$ cat config.mk
export PLATFORM = sky130hd
export DESIGN_NAME = tpg_bar_indexer
export DESIGN_NICKNAME = d
export VERILOG_FILES = /design/src/rtl/tpg_pkg.sv /design/src/rtl/tpg_bar_indexer.sv
export SDC_FILE = /design/constraint.sdc
export NUM_CORES = 1
export LEC_CHECK = 0
export ABC_AREA = 1
export BUFFER_PORTS_ARGS = -buffer_cell sky130_fd_sc_hd__buf_4
export CORE_MARGIN = 2
export CORE_UTILIZATION = 45
export CTS_CLUSTER_SIZE = 28
export DETAILED_ROUTE_END_ITERATION = 16
export PLACE_DENSITY_LB_ADDON = 0.1
export SLEW_MARGIN = 20
export SYNTH_ARGS = -nofsm -noshare
export SYNTH_HDL_FRONTEND = slang
export SYNTH_SLANG_ARGS = --single-unit
$ cat constraint.sdc
create_clock -name clk -period 1.2 [get_ports clk]
set_input_delay 0.12 -clock clk [delete_from_list [all_inputs] [get_ports clk]]
set_output_delay 0.12 -clock clk [all_outputs]
set_load 0.01 [all_outputs]
$ cat src/rtl/tpg_pkg.sv
// Shared definitions for the video test-pattern generator:
// pattern mode codes, the colour-bar table and elaboration-time helpers.
package tpg_pkg;

    localparam logic [1:0] MODE_BARS    = 2'd0;
    localparam logic [1:0] MODE_RAMP    = 2'd1;
    localparam logic [1:0] MODE_CHECKER = 2'd2;
    localparam logic [1:0] MODE_SOLID   = 2'd3;

    // {R,G,B} on/off bits, entry 0 is the left-most bar.
    localparam logic [7:0][2:0] BAR_TABLE = {
        3'b000,  // 7 black
        3'b001,  // 6 blue
        3'b100,  // 5 red
        3'b101,  // 4 magenta
        3'b010,  // 3 green
        3'b011,  // 2 cyan
        3'b110,  // 1 yellow
        3'b111   // 0 white
    };

    function automatic int bar_width(int h_active, int num_bars);
        return h_active / num_bars;
    endfunction

    // Fixed-point (8 fractional bits) grey step per pixel.
    function automatic int ramp_inc(int h_active, int color_w);
        return (1 << (color_w + 8)) / h_active;
    endfunction

    function automatic logic [2:0] bar_rgb(logic [2:0] idx);
        return BAR_TABLE[idx];
    endfunction

endpackage

$ cat src/rtl/tpg_bar_indexer.sv
// Colour-bar position tracker: counts active pixels along a line and
// reports which bar the current pixel belongs to.
// Ports: clk, rst (async, active-high), active_i (pixel qualifier),
//        x_zero_i (pixel_x==0, restarts the line), bar_idx_o (current bar).
module tpg_bar_indexer
    import tpg_pkg::*;
#(
    parameter int H_ACTIVE = 640,
    parameter int NUM_BARS = 8,
    parameter int COORD_W  = 10
) (
    input  logic       clk,
    input  logic       rst,
    input  logic       active_i,
    input  logic       x_zero_i,
    output logic [2:0] bar_idx_o
);

    localparam int BAR_W = bar_width(H_ACTIVE, NUM_BARS);
    localparam logic [COORD_W-1:0] CNT_LAST = COORD_W'(BAR_W - 1);
    localparam logic [2:0]         IDX_LAST = 3'(NUM_BARS - 1);

    logic [COORD_W-1:0] cnt_q, cnt_d, cnt_cur;
    logic [2:0]         idx_q, idx_d, idx_cur;

    // The x==0 pixel sees cleared counters so every line starts in bar 0.
    always_comb begin
        cnt_cur = x_zero_i ? '0 : cnt_q;
        idx_cur = x_zero_i ? '0 : idx_q;
        cnt_d   = cnt_cur;
        idx_d   = idx_cur;
        if (active_i) begin
            // The last bar never advances, so it absorbs the remainder.
            if (cnt_cur == CNT_LAST && idx_cur < IDX_LAST) begin
                idx_d = idx_cur + 3'd1;
                cnt_d = '0;
            end else begin
                cnt_d = cnt_cur + 1'b1;
            end
        end
    end

    always_ff @(posedge clk or posedge rst) begin
        if (rst) begin
            cnt_q <= '0;
            idx_q <= '0;
        end else begin
            cnt_q <= cnt_d;
            idx_q <= idx_d;
        end
    end

    assign bar_idx_o = idx_cur;

endmodule

Word-level counts from Yosys, hierarchy flattened
Index checks and enable logic that the tools add are counted.

Register bits after elaboration: 13. Word-level logic and storage cells: 13.

Add/subtract/negate cells: 2. Order comparisons: 1. Equality and inequality tests: 1. Multiplexer cells: 6. Reductions and logical operators: 1.

Operators by type and width (number): $mux W10 (3); $add A10 B1 Y10 const B (1); $eq A10 B7 Y1 const B (1); $mux W3 (3); $add A3 B1 Y3 const B (1); $lt A3 B3 Y1 const B (1); $logic_and A1 B1 Y1 (1).

Logic depth before layout (Yosys ltp)
Gate-level depths: netlist (run 1).

Word-level depth: 5. Mapped depth: 12. Mapped depth without buffers: 11.

Least setup slack after synthesis (run 1)
No wires, ideal clock.

Path type: flip-flop to flip-flop. From: register cnt_q[0]. To: register cnt_q[8]. Arrival time: 1.185 ns. Data required time: 1.082 ns. Slack: -0.104 ns. Stages on the path, launching flop included: 9. Path buffers: 0. Cell sequence: dfrtp_1 -> nand2_1 -> inv_1 -> ha_1 -> nand2_2 -> nor3_4 -> nand3_2 -> xor2_1 -> inv_1.

Cells in the longest elaborated chain, start to end: 5. Elaborated cells between the ends (all ways): 6. Those cells by class: add/sub (1); eq/ne (1); mux (3); reduce/logical (1).

RTL lines: start: declaration (RTL line tpg_bar_indexer.sv:23) `logic [COORD_W-1:0] cnt_q, cnt_d, cnt_cur;`; start signal: assignment (RTL line tpg_bar_indexer.sv:48) `cnt_q <= cnt_d;`; $mux W10 (*) (RTL line tpg_bar_indexer.sv:28) `cnt_cur = x_zero_i ? '0 : cnt_q;`; branches (longest 2 deep; another with $add A10 B1 Y10); $mux W10 (*) (RTL line tpg_bar_indexer.sv:34) `if (cnt_cur == CNT_LAST && idx_cur < IDX_LAST) begin`; $mux W10 (*) (RTL line tpg_bar_indexer.sv:32) `if (active_i) begin`; net cnt_d[8] (RTL line tpg_bar_indexer.sv:23).

Mark *: on every way through the listed nets, which the timed path passes.

Worst setup path after layout (run 1)
From: register cnt_q[0]. To: register idx_q[2].

Cells in the longest elaborated chain, start to end: 5.

RTL lines: $mux W10 (RTL line tpg_bar_indexer.sv:28); $eq A10 B7 Y1 (RTL line tpg_bar_indexer.sv:34); $logic_and A1 B1 Y1 (RTL line tpg_bar_indexer.sv:34); $mux W3 (RTL line tpg_bar_indexer.sv:34); $mux W3 (RTL line tpg_bar_indexer.sv:32); net idx_d[2] (RTL line tpg_bar_indexer.sv:24) `logic [2:0] idx_q, idx_d, idx_cur;`; end signal: assignment (RTL line tpg_bar_indexer.sv:49) `idx_q <= idx_d;`; end: declaration (RTL line tpg_bar_indexer.sv:24).

The timed path passes the listed nets, and every way through them passes these cells.

==> parameters.txt, run 1 <==
Parameter                              Value

Outcome
  Status ... complete, but fails checks
  Violated checks ... negative setup slack

CTS
  CTS root buffer ... sky130_fd_sc_hd__clkbuf_4
  Clk sink count ... 13
  Skew-Pair Late Insertion Delay ... 0.28 ns
  Clock input transition at the sequential cells of the worst setup and hold paths ... 0.08 ns
  CTS Buf Count ... 3
  Clock tree from TritonCTS ... done
  Clock Path Buffers ... 2
  Count of H-tree levels built during CTS ... 1

GRT
  Overall fraction of global-route tracks in use ... 19.0%
  Most used routing layer in global routing ... met2
  GR met2 Demand/Resource ... 35.4%
  Total global routing overflow ... 0
  Pin count of the biggest net entering global routing ... 14
  Wire length of the first global-routing pass ... 3390 um
  Global routing met1 resource utilization ... 21.8%
  Number of antenna violations at the first check in global routing ... 0
  Vias in the first global route ... 834
  GR Layer Usage met3 ... 1.85%

Min path
  Class of the worst hold path ... input port to flop
  Min-Delay Startpoint ... active_i

Setup path
  Setup crit end kind ... flop
  Endpoint required time on the critical path ... 1.39 ns
  Max FO, Critical Path ... 5
  Crit path DAT ... 1.54 ns
  CP Launch Point ... cnt_q[0]$_DFF_PP0_
  Nature of the critical path startpoint ... flop
  CP Class ... flop to flop
  Reg-to-Reg Start ... cnt_q[0]$_DFF_PP0_

Logic synthesis
  Post-synthesis cell count ... 112
  Async set-reset flop share out of synthesis ... 100%
  Leading cell types by count after synthesis ... sky130_fd_sc_hd__inv_1, sky130_fd_sc_hd__nand2_1, sky130_fd_sc_hd__nor2_1
  Number of synthesized flops with an enable pin ... 0
  Largest area contributor in the netlist ... sky130_fd_sc_hd__dfrtp_1
  Cell area after technology mapping ... 885 um2
  Share of the yosys chip area belonging to registers ... 36.8%
  Post-synth net total ... 118
  Flops & latches, synth ... 13
  Prevailing post-synth register cell ... sky130_fd_sc_hd__dfrtp_1
  Synth top area cells ... sky130_fd_sc_hd__dfrtp_1, sky130_fd_sc_hd__inv_1, sky130_fd_sc_hd__nand2_1, sky130_fd_sc_hd__nor2_4, sky130_fd_sc_hd__nor2_1
  Syn_area_per_cell ... 7.90 um2
  Count of cell types in the netlist ... 21
  Share of Yosys cell area claimed by the top area cell type ... 36.8%
  Number of warnings issued by yosys ... 0

Cells and area
  Final nets ... 150
  Total area of multi-input combinational cells ... 503 um2
  Area delta synth->final ... 37.6%
  Number of antenna diodes ... 0
  Reg area ... 325 um2
  Layout fillers ... 187
  Layout cells sized above 1 ... 42.7%
  Final core occ ... 64.0%

STA
  Final critical-path required period ... 1.35 ns
  Number of slew-limit violations in the final report ... 0
  Worst clock skew ... 0.00350 ns
  RSZ-0062 raised after global routing ... true
  Rel. slew slack ... 65.9%
  Min setup slack post-route ... -0.152 ns
  Tcrit/Tclk final ... 113%
  Final Hold Vio Count ... 0
  Maximum clock frequency ... 739 MHz
  Setup violation total in the final timing report ... 12
  Pin slew with the least headroom to its limit ... 0.510 ns

Routing
  Number of nets with antenna violations after detailed routing ... 0
  Count of vias placed by the detailed router ... 762
  Via density per instance ... 4.48
  Initial detailed-routing violation count ... 14
  Average detailed-routed wire length per instance ... 11.6 um
  Remaining design rule violation count ... 0
  Final WL ... 1970 um
  First-pass DRT Iterations ... 4

Power
  Switching fraction of total power ... 26.6%
  Clk pwr share ... 31.8%
  Internal power component ... 0.000652 W
  Sequential group share of total power ... 51.5%
  Leakage power of the design ... 0.617 nW
  Max rail drop VDD ... 775 uV
  Switching power total ... 0.000237 W
  Ratio of total power to cell area ... 730 nW/um2
  Portion of total power attributed to combinational logic ... 16.7%

Floorplan
  Chip Width ... 48.3 um
  Initial Util ... 46.5%
  CORE AREA ... 1900 um2
  Die Ht ... 48.3 um
  Boundary Pins ... 7
  Die footprint ... 2340 um2
  Cell Rows ... 16

Place
  Last weighted congestion value of the routability-driven placer ... 0.781
  Detail Placement HPWL ... 1450 um
  Post-placement worst setup slack ... -0.219 ns
  Number of buffers added on ports ... 6

Job
  Max-capacitance violation count ... 0
## metal layers
layer | wire (um) | vias up
li1 | - | 396
met1 | 865 | 349
met2 | 1020 | 12
met3 | 38 | 5
met4 | 38 | 0
met5 | 0 | -
## layout by cell type, fill, tap and decap left out, types with 2 or more instances in the layout
cell type,count
sky130_fd_sc_hd__inv_1,18
sky130_fd_sc_hd__nand2_1,20
sky130_fd_sc_hd__a21oi_1,2
sky130_fd_sc_hd__xor2_1,6
sky130_fd_sc_hd__clkbuf_4,3
sky130_fd_sc_hd__nor2_1,12
sky130_fd_sc_hd__nor2_4,5
sky130_fd_sc_hd__nor3_1,3
sky130_fd_sc_hd__nand3_4,3
sky130_fd_sc_hd__buf_4,26
sky130_fd_sc_hd__dfrtp_1,13
sky130_fd_sc_hd__nand3_2,3
sky130_fd_sc_hd__nand2_2,5
sky130_fd_sc_hd__nand4_1,2
sky130_fd_sc_hd__nor2_2,3
sky130_fd_sc_hd__nand3_1,2
sky130_fd_sc_hd__inv_2,6
## cell type report
cell class	instances	share of cell area (%)
multi-input combinational	72	41.3
sequential	13	26.7
timing repair buffer	28	17.8
inverter	26	9.25
tap	27	2.77
clock buffer	4	2.16
## sequential cells by signal (all words and copies together), names as in the netlist
register,count
idx_q,3
cnt_q,10
## power by group through the flow
stage | logic [W] | registers, W | clock network (W)
2_1_floorplan | 0.0000583 | 0.000466 | 0
3_3_place_gp | 0.000108 | 0.000465 | 0
3_5_place_dp | 0.000110 | 0.000466 | 0
4_1_cts | 0.000126 | 0.000457 | 0.000282
5_1_grt | 0.000164 | 0.000460 | 0.000294
6_report | 0.000148 | 0.000458 | 0.000283
## cell families (layout without fill, tap and decap cells)
kind of cell / count (synthesis) / count (layout) / share of synthesized area (%)
simple gates: 61 / 61 / 38.5
buf+inv: 27 / 58 / 13.7
flops: 13 / 13 / 36.8
xor+xnor: 6 / 6 / 5.94
fa+ha+maj: 2 / 2 / 2.83
compound gates: 2 / 2 / 1.13
mux: 1 / 1 / 1.13
## metrics by stage
stage          cell area [um2]  setup TNS, ns  std cells  hold WS, ns  power, W
2_1_floorplan              897         -0.208        112     -0.00304  0.000524
3_3_place_gp              1080         -0.709        159        0.194  0.000573
3_5_place_dp              1080          -1.03        159        0.199  0.000576
4_1_cts                   1170          -1.21        169        0.170  0.000864
5_1_grt                   1220          -2.45        170        0.232  0.000918
6_report                  1220          -1.30        170        0.195  0.000889
## critical path, cell delays in order (launching register included)
cell                      delay [ns]
sky130_fd_sc_hd__dfrtp_1        0.38
sky130_fd_sc_hd__nand2_2        0.08
sky130_fd_sc_hd__inv_2          0.07
sky130_fd_sc_hd__ha_4           0.15
sky130_fd_sc_hd__nand3_4        0.07
sky130_fd_sc_hd__inv_4          0.07
sky130_fd_sc_hd__nand3_4        0.07
sky130_fd_sc_hd__nor2_4         0.17
sky130_fd_sc_hd__nand3_2        0.08
sky130_fd_sc_hd__nand2_1        0.08
sky130_fd_sc_hd__inv_1          0.04
## final timing paths
| kind | endpoint | slack, ns | depth (start not counted) |
|---|---|---|---|
| min in group asynchronous | cnt_q[1]$_DFF_PP0_ | 0.41 | 3 |
| max reg2reg | idx_q[2]$_DFF_PP0_ | -0.15 | 10 |
| min | cnt_q[0]$_DFF_PP0_ | 0.19 | 3 |
| max | idx_q[2]$_DFF_PP0_ | -0.15 | 10 |
| max in group asynchronous | idx_q[0]$_DFF_PP0_ | 0.44 | 3 |
| min reg2reg | idx_q[0]$_DFF_PP0_ | 0.61 | 4 |
## timing repair
item                                    in CTS  in global routing
endpoints found under the hold margin       13                  0
cloned                                       0                  0
hold buffers                                 1                  0
endpoints found under the setup margin       9                 15
buffers inserted                             5                  1
pin swaps                                    5                  3
resized for setup                            4                 13
Note: power is estimated with default switching activity, not from simulation.
==> run 2, diff against run 1 <==
--- a/config.mk
+++ b/config.mk
@@ -5,13 +5,12 @@
 export SDC_FILE = /design/constraint.sdc
 export NUM_CORES = 1
 export LEC_CHECK = 0
-export ABC_AREA = 1
 export BUFFER_PORTS_ARGS = -buffer_cell sky130_fd_sc_hd__buf_4
 export CORE_MARGIN = 2
 export CORE_UTILIZATION = 45
 export CTS_CLUSTER_SIZE = 28
 export DETAILED_ROUTE_END_ITERATION = 16
-export PLACE_DENSITY_LB_ADDON = 0.1
+export PLACE_DENSITY_LB_ADDON = 0.3
 export SLEW_MARGIN = 20
 export SYNTH_ARGS = -nofsm -noshare
 export SYNTH_HDL_FRONTEND = slang
==> parameters.txt, run 2 <==
Parameter                              Value

STA
  RSZ-0062 raised after global routing ... true
  Tcrit/Tclk final ... 155% (+42 points)
  Final Hold Vio Count ... 0 (unchanged)
  Setup violation total in the final timing report ... 11 (-1)
  Pin slew with the least headroom to its limit ... 0.503 ns (-0.00701 ns)
  Final critical-path required period ... 1.86 ns (+0.505 ns)
  Rel. slew slack ... 66.4% (+0.47 points)
  Min setup slack post-route ... -0.657 ns (-0.505 ns)
  Sum Neg Setup Slack ... -6.44 ns (-5.14 ns)
  Number of slew-limit violations in the final report ... 0 (unchanged)
  Maximum clock frequency ... 539 MHz (-27%)
  Worst clock skew ... 0.00872 ns (+0.00522 ns)

Routing
  Final WL ... 1660 um (-15%)
  Count of vias placed by the detailed router ... 626 (-18%)
  Via density per instance ... 5.05 (+13%)
  Average detailed-routed wire length per instance ... 13.4 um (+16%)
  First-pass DRT Iterations ... 4 (unchanged)
  Remaining design rule violation count ... 0 (unchanged)
  Number of nets with antenna violations after detailed routing ... 0 (unchanged)
  Initial detailed-routing violation count ... 18 (+4)

CTS
  Clock Path Buffers ... 2 (unchanged)
  Clk sink count ... 13 (unchanged)
  CTS root buffer ... sky130_fd_sc_hd__clkbuf_4
  Count of H-tree levels built during CTS ... 1 (unchanged)
  CTS Buf Count ... 3 (unchanged)
  Skew-Pair Late Insertion Delay ... 0.27 ns (about the same)
  Clock input transition at the sequential cells of the worst setup and hold paths ... 0.09 ns (about the same)
  Clock tree from TritonCTS ... done

Place
  Detail Placement HPWL ... 1180 um (-18%)
  Last weighted congestion value of the routability-driven placer ... 0.813 (+4.2%)
  Post-placement worst setup slack ... -0.664 ns (-0.445 ns)
  Post-DP Area ... 942 um2 (-13%)
  Number of buffers added on ports ... 6 (unchanged)

GRT
  Total global routing overflow ... 0 (unchanged)
  Vias in the first global route ... 604 (-28%)
  Number of antenna violations at the first check in global routing ... 0 (unchanged)
  Pin count of the biggest net entering global routing ... 14 (unchanged)
  Wire length of the first global-routing pass ... 2550 um (-25%)
  Overall fraction of global-route tracks in use ... 18.5% (-0.44 points)

Min path
  Class of the worst hold path ... input port to flop

Logic synthesis
  Synth top area cells ... sky130_fd_sc_hd__dfrtp_1, sky130_fd_sc_hd__xnor2_1, sky130_fd_sc_hd__nor2b_1, sky130_fd_sc_hd__nor2_1, sky130_fd_sc_hd__a2111oi_4
  Share of the yosys chip area belonging to registers ... 45.1% (+8.4 points)
  Leading cell types by count after synthesis ... sky130_fd_sc_hd__dfrtp_1, sky130_fd_sc_hd__nor2_1, sky130_fd_sc_hd__nor2b_1, sky130_fd_sc_hd__xnor2_1, sky130_fd_sc_hd__nand2_1
  Post-synthesis cell count ... 70 (-38%)
  Flops & latches, synth ... 13 (unchanged)
  Async set-reset flop share out of synthesis ... 100% (unchanged)
  Share of Yosys cell area claimed by the top area cell type ... 45.1% (+8.4 points)
  Count of cell types in the netlist ... 23 (+9.5%)
  Top-count cell post-synth ... sky130_fd_sc_hd__dfrtp_1
  Post-synth net total ... 76 (-36%)
  Number of synthesized flops with an enable pin ... 0 (unchanged)
  Cell area after technology mapping ... 721 um2 (-19%)
  Syn_area_per_cell ... 10.3 um2 (+30%)
  Number of warnings issued by yosys ... 0 (unchanged)
  Prevailing post-synth register cell ... sky130_fd_sc_hd__dfrtp_1
  Largest area contributor in the netlist ... sky130_fd_sc_hd__dfrtp_1

Cells and area
  Number of antenna diodes ... 0 (unchanged)
  Top library cells by usage in the layout, fill and taps aside ... sky130_fd_sc_hd__buf_4, sky130_fd_sc_hd__dfrtp_1, sky130_fd_sc_hd__xnor2_1
  Final nets ... 115 (-23%)
  Final core occ ... 71.5% (+7.5 points)
  Area delta synth->final ... 49.5%
  Most flops, register ... cnt_q
  Most common cell after layout, fill and taps aside ... sky130_fd_sc_hd__buf_4
  Flip-flop count of the largest register after layout ... 10 (unchanged)
  Largest registers ... cnt_q (10), idx_q (3)
  Final std cell area, no fill ... 1080 um2 (-12%)
  Layout cells sized above 1 ... 48.1% (+5.5 points)

Power
  Max rail drop VDD ... 882 uV (+14%)
  Ratio of total power to cell area ... 779 nW/um2 (+6.7%)
  Leakage power of the design ... 0.508 nW (-18%)

Setup path
  CP Class ... flop to flop
  Nature of the critical path startpoint ... flop
  Max FO, Critical Path ... 6 (+1)
  Setup crit end kind ... flop
  Crit path DAT ... 2.02 ns (+0.48 ns)
  R2r setup slk ... -0.66 ns (-0.50 ns)
  Endpoint required time on the critical path ... 1.36 ns (-0.03 ns)

Floorplan
  Cell Rows ... 14 (-2)
  Die footprint ... 1940 um2 (-17%)
  Die Ht ... 44.0 um (-8.9%)
  Boundary Pins ... 7 (unchanged)
  Initial Util ... 47.8% (+1.3 points)
  CORE AREA ... 1510 um2 (-21%)
  Chip Width ... 44.0 um (-8.9%)

Job
  Max-capacitance violation count ... 0 (unchanged)

Outcome
  Violated checks ... negative setup slack
  Status ... complete, but fails checks
-- run 2: critical path: stages, from the launching register on --
cell and delay, ns:
sky130_fd_sc_hd__dfrtp_1 0.39, sky130_fd_sc_hd__or4b_4 0.55, sky130_fd_sc_hd__a2111oi_4 0.33, sky130_fd_sc_hd__buf_4 0.19
sky130_fd_sc_hd__mux2_4 0.29
-- run 2: path summary, 6_finish.rpt --
path                                     from                 end  cells past startpoint
setup reg to reg           cnt_q[9]$_DFF_PP0_  idx_q[1]$_DFF_PP0_                      4
min in group asynchronous                 rst  cnt_q[3]$_DFF_PP0_                      3
hold reg to reg            cnt_q[3]$_DFF_PP0_  cnt_q[3]$_DFF_PP0_                      3
hold / removal                       x_zero_i  cnt_q[1]$_DFF_PP0_                      4
setup / recovery           cnt_q[9]$_DFF_PP0_  idx_q[1]$_DFF_PP0_                      4
max in group asynchronous                 rst  cnt_q[5]$_DFF_PP0_                      3
-- run 2: cell families (layout without fill, tap and decap cells) --
group	count (synthesis)	after routing	share of synthesized area (%)
AOI/OAI and AO/OA	1	1	3.82
xor gates and xnor gates	11	11	13.4
adders and majority gates	2	2	3.47
buffers and inverters	4	42	2.26
DFF	13	13	45.1
muxes	2	2	3.47
and+or+nand+nor	37	37	28.5
-- run 2: timing repair --
action	in CTS	in global routing
gates resized for setup	5	11
buffers inserted	4	4
pin swaps	2	2
endpoints found under the hold margin	13	0
hold buffers	1	0
endpoints found under the setup margin	12	14
-- run 2: stage by stage --
step           instances  total power [W]  hold slack [ns]
6_report             124         0.000839            0.195
5_1_grt              124         0.000884            0.213
4_1_cts              121         0.000830            0.192
3_5_place_dp         112         0.000557            0.182
3_3_place_gp         112         0.000554            0.174
2_1_floorplan         70         0.000508         -0.00304
-- run 2: area by class of cell --
cell class	instances	area, um2
fillers	115	429
flip-flops and latches	13	325
clock buffers	4	26.3
well taps	16	20.0
inverters	2	7.51
multi-input cells	53	418
repair buffers	36	280
-- run 2: layer usage --
| metal | vias to the layer above | GRT usage, % | part of all wire, % |
|---|---|---|---|
| li1 | 308 | - | - |
| met1 | 304 | 23.3 | 48 |
| met2 | 14 | 32.1 | 50 |
| met3 | 0 | 3.67 | 2.8 |
| met4 | 0 | 5.45 | 0 |
| met5 | - | 0 | 0 |
-- run 2: report_power, final --
part | internal [W] | total [W] | switching, W
clock network | 0.000128 | 0.000272 | 0.000144
registers | 0.000449 | 0.000454 | 0.00000502
logic | 0.0000624 | 0.000113 | 0.0000509
total | 0.000640 | 0.000839 | 0.000200
==> run 3, diff against run 2 <==
--- a/config.mk
+++ b/config.mk
@@ -11,6 +11,7 @@
 export CTS_CLUSTER_SIZE = 28
 export DETAILED_ROUTE_END_ITERATION = 16
 export PLACE_DENSITY_LB_ADDON = 0.3
+export SETUP_SLACK_MARGIN = 0.2
 export SLEW_MARGIN = 20
 export SYNTH_ARGS = -nofsm -noshare
 export SYNTH_HDL_FRONTEND = slang
==> parameters.txt, run 3 (synthesis gave the netlist of run 2 again) <==
Parameter                              Value

CTS
  Skew-Pair Late Insertion Delay ... 0.29 ns (+0.02 ns)
  Count of H-tree levels built during CTS ... 1 (unchanged)
  CTS Buf Count ... 3 (unchanged)
  Clock tree from TritonCTS ... done
  CTS root buffer ... sky130_fd_sc_hd__clkbuf_4
  Clock input transition at the sequential cells of the worst setup and hold paths ... 0.09 ns (about the same)
  Clock Path Buffers ... 2 (unchanged)
  Clk sink count ... 13 (unchanged)

Routing
  Initial detailed-routing violation count ... 13 (-5)
  Number of nets with antenna violations after detailed routing ... 0 (unchanged)
  Final WL ... 1800 um (+8.1%)
  Remaining design rule violation count ... 0 (unchanged)
  Via density per instance ... 5.21 (+3.3%)
  First-pass DRT Iterations ... 4 (unchanged)
  Average detailed-routed wire length per instance ... 14.7 um (+9.8%)
  Count of vias placed by the detailed router ... 636 (+1.6%)

STA
  Setup violation total in the final timing report ... 11 (unchanged)
  Final Hold Vio Count ... 0 (unchanged)
  Number of slew-limit violations in the final report ... 0 (unchanged)
  Rel. slew slack ... 64.9% (-1.5 points)
  Min setup slack post-route ... -0.628 ns (+0.0289 ns)
  Maximum clock frequency ... 547 MHz (+1.6%)
  Tcrit/Tclk final ... 152% (-2.4 points)
  Hold slack final ... 0.253 ns (+0.0573 ns)
  RSZ-0062 raised after global routing ... true
  Worst clock skew ... 0.00351 ns (-0.00521 ns)
  Pin slew with the least headroom to its limit ... 0.525 ns (+0.0220 ns)
  Final critical-path required period ... 1.83 ns (-0.0289 ns)

GRT
  Vias in the first global route ... 609 (+0.83%)
  Wire length of the first global-routing pass ... 2660 um (+4.3%)
  Total global routing overflow ... 0 (unchanged)
  Number of antenna violations at the first check in global routing ... 0 (unchanged)
  Overall fraction of global-route tracks in use ... 19.5% (+0.96 points)
  Pin count of the biggest net entering global routing ... 14 (unchanged)

Place
  Placed cell count ... 110 (-1.8%)
  Detail Placement HPWL ... 1080 um (-9.0%)
  Last weighted congestion value of the routability-driven placer ... 0.854 (+5.0%)
  Post-placement worst setup slack ... -0.596 ns (+0.0682 ns)
  Post-DP Area ... 930 um2 (-1.3%)
  Number of buffers added on ports ... 6 (unchanged)

Cells and area
  Number of antenna diodes ... 0 (unchanged)
  Largest registers ... cnt_q (10), idx_q (3)
  Final nets ... 113 (-1.7%)
  Layout cells sized above 1 ... 49.1% (+0.91 points)
  Layout fillers ... 87 (-24%)
  Reg area ... 325 um2 (unchanged)
  Flip-flop count of the largest register after layout ... 10 (unchanged)
  Top library cells by usage in the layout, fill and taps aside ... sky130_fd_sc_hd__buf_4, sky130_fd_sc_hd__dfrtp_1, sky130_fd_sc_hd__buf_6
  Non-filler cells in the finished layout ... 122 (-1.6%)
  Area delta synth->final ... 54.7%
  Most common cell after layout, fill and taps aside ... sky130_fd_sc_hd__buf_4
  Final std cell area, no fill ... 1110 um2 (+3.5%)
  Total area of multi-input combinational cells ... 444 um2 (+6.3%)
  Most flops, register ... cnt_q

Min path
  Number of instances on the worst hold path ... 4 (unchanged)
  Class of the worst hold path ... input port to flop

Floorplan
  Die footprint ... 1940 um2 (unchanged)
  Die Ht ... 44.0 um (unchanged)
  Boundary Pins ... 7 (unchanged)
  Chip Width ... 44.0 um (unchanged)
  CORE AREA ... 1510 um2 (unchanged)
  Initial Util ... 47.8% (unchanged)
  Cell Rows ... 14 (unchanged)

Setup path
  Setup crit end kind ... flop
  Crit path DAT ... 2.04 ns (+0.02 ns)
  Logic depth of the worst register-to-register path ... 4 (unchanged)
  Max FO, Critical Path ... 4 (-2)
  Nature of the critical path startpoint ... flop
  Endpoint required time on the critical path ... 1.41 ns (+0.05 ns)
  CP Class ... flop to flop

Outcome
  Status ... complete, but fails checks
  Violated checks ... negative setup slack

Power
  Ratio of total power to cell area ... 801 nW/um2 (+2.8%)
  Leakage power of the design ... 0.513 nW (+0.90%)
  Max rail drop VDD ... 569 uV (-35%)

Job
  Max-capacitance violation count ... 0 (unchanged)
==> run 3: cell types whose count changed in the layout (fill, tap and decap cells not counted), sizes merged <==
cell  change
buf       -2
==> run 3: path summary, 6_finish.rpt <==
kind                               startpoint                 end  slack, ns
setup / recovery           cnt_q[9]$_DFF_PP0_  idx_q[0]$_DFF_PP0_      -0.63
hold / removal                       active_i  cnt_q[0]$_DFF_PP0_       0.25
setup reg to reg           cnt_q[9]$_DFF_PP0_  idx_q[0]$_DFF_PP0_      -0.63
hold reg to reg            cnt_q[9]$_DFF_PP0_  cnt_q[9]$_DFF_PP0_       0.66
max in group asynchronous                 rst  cnt_q[5]$_DFF_PP0_       0.37
min in group asynchronous                 rst  cnt_q[2]$_DFF_PP0_       0.48
==> run 3: layer usage <==
layer | up-vias | wire length (um) | part of all wire (%) | GRT usage (%)
met2 | 13 | 934 | 52 | 31.8
met5 | - | 0 | 0 | 0
met4 | 0 | 24 | 1.3 | 9.09
met1 | 317 | 777 | 43 | 23.9
met3 | 2 | 62 | 3.4 | 5.31
li1 | 304 | - | - | -
==> run 3: critical path: stages (launching register included) <==
cell and delay, ns:
sky130_fd_sc_hd__dfrtp_1 0.39, sky130_fd_sc_hd__or4b_4 0.55, sky130_fd_sc_hd__a2111oi_4 0.43, sky130_fd_sc_hd__buf_4 0.22, sky130_fd_sc_hd__xor2_1 0.16
==> run 3: power by group <==
group | internal [W] | total, W | switching, W
clock network | 0.000129 | 0.000290 | 0.000160
logic | 0.0000857 | 0.000146 | 0.0000604
registers | 0.000449 | 0.000457 | 0.00000783
total | 0.000664 | 0.000893 | 0.000229
==> run 3: area by class of cell <==
cell class / count / area share [%]
inverters: 2 / 0.673
multi-input cells: 53 / 39.8
well taps: 16 / 1.80
clock buffers: 4 / 2.36
repair buffers: 34 / 26.2
flip-flops and latches: 13 / 29.2
==> run 3: per-stage QoR <==
stage	utilization [%]	total power, W	setup TNS, ns
2_1_floorplan	-	0.000510	-5.79
3_3_place_gp	61.7	0.000559	-5.61
3_5_place_dp	61.7	0.000561	-6.03
4_1_cts	68.2	0.000857	-6.45
5_1_grt	74.0	0.000921	-6.86
6_report	74.0	0.000893	-6.10
==> run 3: what timing repair did <==
action	4_1_cts	5_1_grt
setup endpoints to repair	16	16
hold endpoints to repair	13	0
hold buffers	1	0
setup buffers	2	5
pin swaps	8	7
resized for setup	13	13
